<file path="config.mk">
export PLATFORM = sky130hd
export DESIGN_NAME = align_normalizer_pipe
export DESIGN_NICKNAME = d
export VERILOG_FILES = /design/src/rtl/align_normalizer_pipe.sv
export SDC_FILE = /design/constraint.sdc
export NUM_CORES = 2
export LEC_CHECK = 0
export CORE_ASPECT_RATIO = 0.7
export CORE_MARGIN = 1.5
export CORE_UTILIZATION = 50
export DETAILED_ROUTE_END_ITERATION = 10
export GPL_TIMING_DRIVEN = 0
export PLACE_DENSITY = 0.74
export SYNTH_ARGS = -nofsm -noshare
export SYNTH_HDL_FRONTEND = slang
export SYNTH_SLANG_ARGS = --single-unit
</file>
<file path="constraint.sdc">
create_clock -name clk -period 10.05 [get_ports clk]
set_input_delay 2.01 -clock clk [delete_from_list [all_inputs] [get_ports clk]]
set_output_delay 2.01 -clock clk [all_outputs]
set_load 0.02 [all_outputs]
</file>
<file path="src/rtl/align_normalizer_pipe.sv">
// Aligns N lane mantissas to the largest enabled exponent, with per-lane sticky.
// Latency: 2 cycles (S1 = max tree + capture, S2 = shift + sticky), full throughput.
// Backpressure: out_ready low stalls S2, then S1; in_ready falls once both stages hold beats.
module align_normalizer_pipe #(
    parameter int N      = 8,
    parameter int EXP_W  = 8,
    parameter int MANT_W = 23
) (
    input  logic                           clk,
    input  logic                           rst_n,
    input  logic                           in_valid,
    output logic                           in_ready,
    input  logic [N-1:0]                   lane_en,
    input  logic [N*EXP_W-1:0]             exp,
    input  logic [N*(MANT_W+1)-1:0]        mant,
    output logic                           out_valid,
    input  logic                           out_ready,
    output logic [EXP_W-1:0]               exp_max,
    output logic [N*(2*MANT_W+1)-1:0]      out,
    output logic [N-1:0]                   sticky,
    output logic                           all_off
);

    localparam int MW     = MANT_W + 1;
    localparam int OUT_W  = 2 * MANT_W + 1;
    localparam int LEVELS = $clog2(N);

    // Disabled lanes enter the max tree at the most negative exponent.
    localparam logic [EXP_W-1:0] EXP_MIN = {1'b1, {(EXP_W-1){1'b0}}};

    // Number of live nodes at a given tree level (ceil(N / 2^l)).
    function automatic int lvl_cnt(input int l);
        return (N + (1 << l) - 1) >> l;
    endfunction

    logic run;
    logic s1_valid;
    logic s2_valid;
    logic s1_adv;
    logic s2_adv;

    logic [N-1:0]        s1_en;
    logic [N*EXP_W-1:0]  s1_exp;
    logic [N*MW-1:0]     s1_mant;
    logic [EXP_W-1:0]    s1_max;
    logic                s1_off;

    logic [N*OUT_W-1:0]  nxt_out;
    logic [N-1:0]        nxt_sticky;

    // Handshake: a stage moves when its successor can take the beat.
    assign s2_adv    = !s2_valid || out_ready;
    assign s1_adv    = !s1_valid || s2_adv;
    assign in_ready  = run && s1_adv;
    assign out_valid = s2_valid;

    // Signed max tree; an unpaired node at an odd-width level is passed through.
    logic signed [EXP_W-1:0] tree [0:LEVELS][0:N-1];

    for (genvar k = 0; k < N; k++) begin : g_leaf
        assign tree[0][k] = lane_en[k] ? exp[k*EXP_W +: EXP_W] : EXP_MIN;
    end

    for (genvar l = 0; l < LEVELS; l++) begin : g_lvl
        for (genvar k = 0; k < N; k++) begin : g_node
            if (k < lvl_cnt(l + 1)) begin : g_live
                if (2 * k + 1 < lvl_cnt(l)) begin : g_pair
                    assign tree[l+1][k] = (tree[l][2*k] >= tree[l][2*k+1]) ?
                                          tree[l][2*k] : tree[l][2*k+1];
                end else begin : g_pass
                    assign tree[l+1][k] = tree[l][2*k];
                end
            end else begin : g_dead
                assign tree[l+1][k] = EXP_MIN;
            end
        end
    end

    // in_ready stays low during reset and rises on the first edge after release.
    always_ff @(posedge clk or negedge rst_n) begin
        if (!rst_n) run <= 1'b0;
        else        run <= 1'b1;
    end

    // Stage valid flags: clear on advance when no beat is moving in.
    always_ff @(posedge clk or negedge rst_n) begin
        if (!rst_n) begin
            s1_valid <= 1'b0;
            s2_valid <= 1'b0;
        end else begin
            if (s1_adv) s1_valid <= in_valid && in_ready;
            if (s2_adv) s2_valid <= s1_valid;
        end
    end

    // S1 captures the lane data and the reduced max exponent.
    always_ff @(posedge clk or negedge rst_n) begin
        if (!rst_n) begin
            s1_en   <= '0;
            s1_exp  <= '0;
            s1_mant <= '0;
            s1_max  <= '0;
            s1_off  <= 1'b0;
        end else if (in_valid && in_ready) begin
            s1_en   <= lane_en;
            s1_exp  <= exp;
            s1_mant <= mant;
            s1_max  <= (lane_en == '0) ? '0 : tree[LEVELS][0];
            s1_off  <= (lane_en == '0);
        end
    end

    // Per-lane alignment: the difference is one bit wider so it never wraps.
    always_comb begin
        logic [EXP_W:0]   diff;
        logic [OUT_W-1:0] full;
        logic [EXP_W-1:0] e;
        diff       = '0;
        full       = '0;
        e          = '0;
        nxt_out    = '0;
        nxt_sticky = '0;
        for (int i = 0; i < N; i++) begin
            e    = s1_exp[i*EXP_W +: EXP_W];
            diff = {s1_max[EXP_W-1], s1_max} - {e[EXP_W-1], e};
            full = {s1_mant[i*MW +: MW], {MANT_W{1'b0}}};
            if (s1_en[i]) begin
                nxt_out[i*OUT_W +: OUT_W] = full >> diff;
                nxt_sticky[i]             = |(full & ~({OUT_W{1'b1}} << diff));
            end
        end
    end

    // S2 output registers hold while the downstream stalls.
    always_ff @(posedge clk or negedge rst_n) begin
        if (!rst_n) begin
            out     <= '0;
            sticky  <= '0;
            exp_max <= '0;
            all_off <= 1'b0;
        end else if (s2_adv && s1_valid) begin
            out     <= nxt_out;
            sticky  <= nxt_sticky;
            exp_max <= s1_max;
            all_off <= s1_off;
        end
    end

endmodule

</file>
==> reports/results.txt <==
commonest non-fill, non-tap cell in the layout - nand2_1
die area - 92,500 um^2
prevailing post-synth register cell - dfrtp_1
Syn Inst Count - 5,165
fin nets - 6,293
Worst Setup Start Kind - input port
worst path bufs/invs - 4
total track usage - 0.423
setup TNS - 0 ns
WL/cell - 28.0 um
initial core utilization - 0.504
leading area contributor after synthesis - dfrtp_1
CP most frequent cell - a21o_1
TritonCTS clock tree - yes
failing checks - capacitance limit, slew limit
Max Clock Freq - 0.120 GHz
critical-path maximum fanout - 10
largest net degree at the start of global routing - 122
final slew viol count - 14
Setup Buffers After CTS - 0
post-synthesis sequential area ratio - 0.369
via count - 47,859
capturing point of the worst reg2reg path - out[48]$_DFFE_PN0P_
Syn Area/Cell - 8.78 um^2
PortBufs - 657
Slew headroom - -0.00614
Hold-fix buffers, CTS - 0
Async S/R FF share, synth - 1.00
CTS H-tree lvls - 3
Reg2Reg Depth - 11
Core Area - 89,900 um^2
Max Cap Viol - 3
Yosys cell types - 100
iteration-0 DRC count of the detailed router - 7,046
final clock skew - 0.0271 ns
CP max stage delay - 0.57 ns
Total Wirelength - 202,000 um
Worst EP required - 10.59 ns
first-pass GRT wire length - 295,000 um
Clock Path Buffers - 3
reg2reg start - s1_max[0]$_DFFE_PN0P_
RSZ-0062 raised after global routing - no
worst skew pair latency - 0.68 ns
CP top delay family - compound AO/OA/AOI/OAI gates
CTS resizes - 0
Critical Path Stages - 30
Final Hold Violating Endpoints - 0
initial antenna violation count - 51
most frequent cells in the layout - nand2_1 (768), dfrtp_1 (669), clkdlybuf4s50_1 (656)
clk sinks - 669
Critical Path End - s1_max[4]$_DFFE_PN0P_
status - finished with violations
worst setup path startpoint - lane_en[4]
post-DP HPWL - 156,000 um
post-layout min period - 8.36 ns
fin crit share - 0.831
Clk pin slew, worst setup/hold paths - 0.06 ns
first-pass detailed-route iteration total - 7
vias per cell - 6.63
I/O Pins - 663
CP endpoint kind - flop
critical path class - in -> reg
FP Rows - 92
vias in the first global route - 44,799
Slew @ Worst Pin - 1.51 ns
final setup violation count - 0
Synth-to-Final Area Change - 23.8%
die width - 363 um
GRT overflow - 0
Data arrival, critical path - 8.90 ns
Yosys reg bits - 669
post-route ant nets - 0
Post-synth EDFFs - 0
Synth Warn # - 0
Synth area leaders - dfrtp_1 (37%), mux2_2 (8.2%), nand2_1 (6.4%), mux2i_1 (6.0%), o21ai_0 (4.6%)
Die Y - 255 um
Hold WC Path Type - reg -> reg
clk root buf - clkbuf_16
internal reg-to-reg setup slack - 4.88 ns
mapped cell area - 45,300 um^2
total CTS buffers - 69
GP Congestion - 1.08
top-area cell type share of the netlist area - 0.369
post-route DRC violation count - 0
fraction of layout cells with a size suffix above 1 - 0.102
Slowest-stage cell, CP - clkdlybuf4s50_1
Mapped Nets - 5,558
==> Yosys cell counts (58+ instances only) <==
library cell,n
clkbuf_1,282
nand2_1,768
a22o_1,128
mux2_2,330
nor2_1,404
o22ai_1,58
nor3_1,111
buf_2,58
a211oi_1,62
nand3_1,91
dfrtp_1,669
mux2i_1,272
o21ai_0,419
inv_1,135
a21oi_1,299
ha_1,117
==> area by class of cell <==
cell class | count | area [um^2]
Fill cell | 7729 | 33800
Timing Repair Buffer | 664 | 6760
Multi-Input combinational cell | 3983 | 26600
Sequential cell | 669 | 16700
Clock inverter | 26 | 370
Antenna cell | 41 | 103
Inverter | 141 | 529
Tap cell | 1222 | 1530
Clock buffer | 99 | 2030
Buffer | 372 | 1500
==> worst min-delay path by stage <==
stage | start | cells after the start | slack (ns) | end
after floorplan | s1_valid$_DFFE_PN0N_ | 1 | 0.47 | out_valid$_DFFE_PN0P_
after global placement | out[335]$_DFFE_PN0P_ | 2 | 0.45 | out[335]$_DFFE_PN0P_
after detailed placement | out[211]$_DFFE_PN0P_ | 2 | 0.46 | out[211]$_DFFE_PN0P_
after CTS | out[211]$_DFFE_PN0P_ | 2 | 0.47 | out[211]$_DFFE_PN0P_
after global routing | out[92]$_DFFE_PN0P_ | 2 | 0.50 | out[92]$_DFFE_PN0P_
final | out[211]$_DFFE_PN0P_ | 2 | 0.48 | out[211]$_DFFE_PN0P_
==> flip-flops by register name (all words and copies together) (netlist names) <==
signal and cells:
run 1, exp_max 8, s1_exp 64, s1_valid 1, s1_en 8, s1_mant 192, s1_max 8, sticky 8
out_valid 1, s1_off 1, all_off 1, out 376
==> cells by family (layout without fill, tap and decap cells) <==
kind of cell | Yosys count | count (layout) | synth area share
xor+xnor | 58 | 58 | 0.0115
flops | 669 | 669 | 0.369
fa+ha+maj | 130 | 130 | 0.0369
simple gates | 1677 | 1677 | 0.163
compound gates | 1484 | 1484 | 0.217
other cells | 1 | 42 | 0.0000827
buf+inv | 513 | 1302 | 0.0446
mux | 633 | 633 | 0.157
==> per-stage QoR <==
stage               cells  utilization  setup slack (ns)  hold slack (ns)  cell area (um^2)
floorplan            5165            -              2.78            0.471             45300
CTS                  7175        0.623              1.90            0.470             56000
detailed placement   7050        0.596              1.23            0.456             53600
global route         7207        0.624              1.38            0.497             56100
finish               7217        0.624              1.69            0.477             56100
global placement     7044        0.594            -22.49            0.452             53400
==> per-layer routing <==
layer,part of all wire,track usage,wire length [um]
met1,0.39,0.567,79600
met2,0.42,0.616,85000
met3,0.13,0.137,26000
met4,0.057,0.201,11400
met5,0.00080,0,161
==> worst register-to-register path: stages (launching register included) <==
cell      delay, ns
dfrtp_1        0.38
inv_1          0.58
ha_1           0.29
inv_1          0.05
fa_1           0.45
xnor2_1        0.54
clkbuf_1       0.58
clkbuf_1       0.57
a21oi_1        0.33
a211oi_1       0.84
a31oi_1        0.27
o21ai_0        0.20
Power is not shown: default switching activity piles up to over one toggle a cycle in this logic, so the estimate is an artifact.
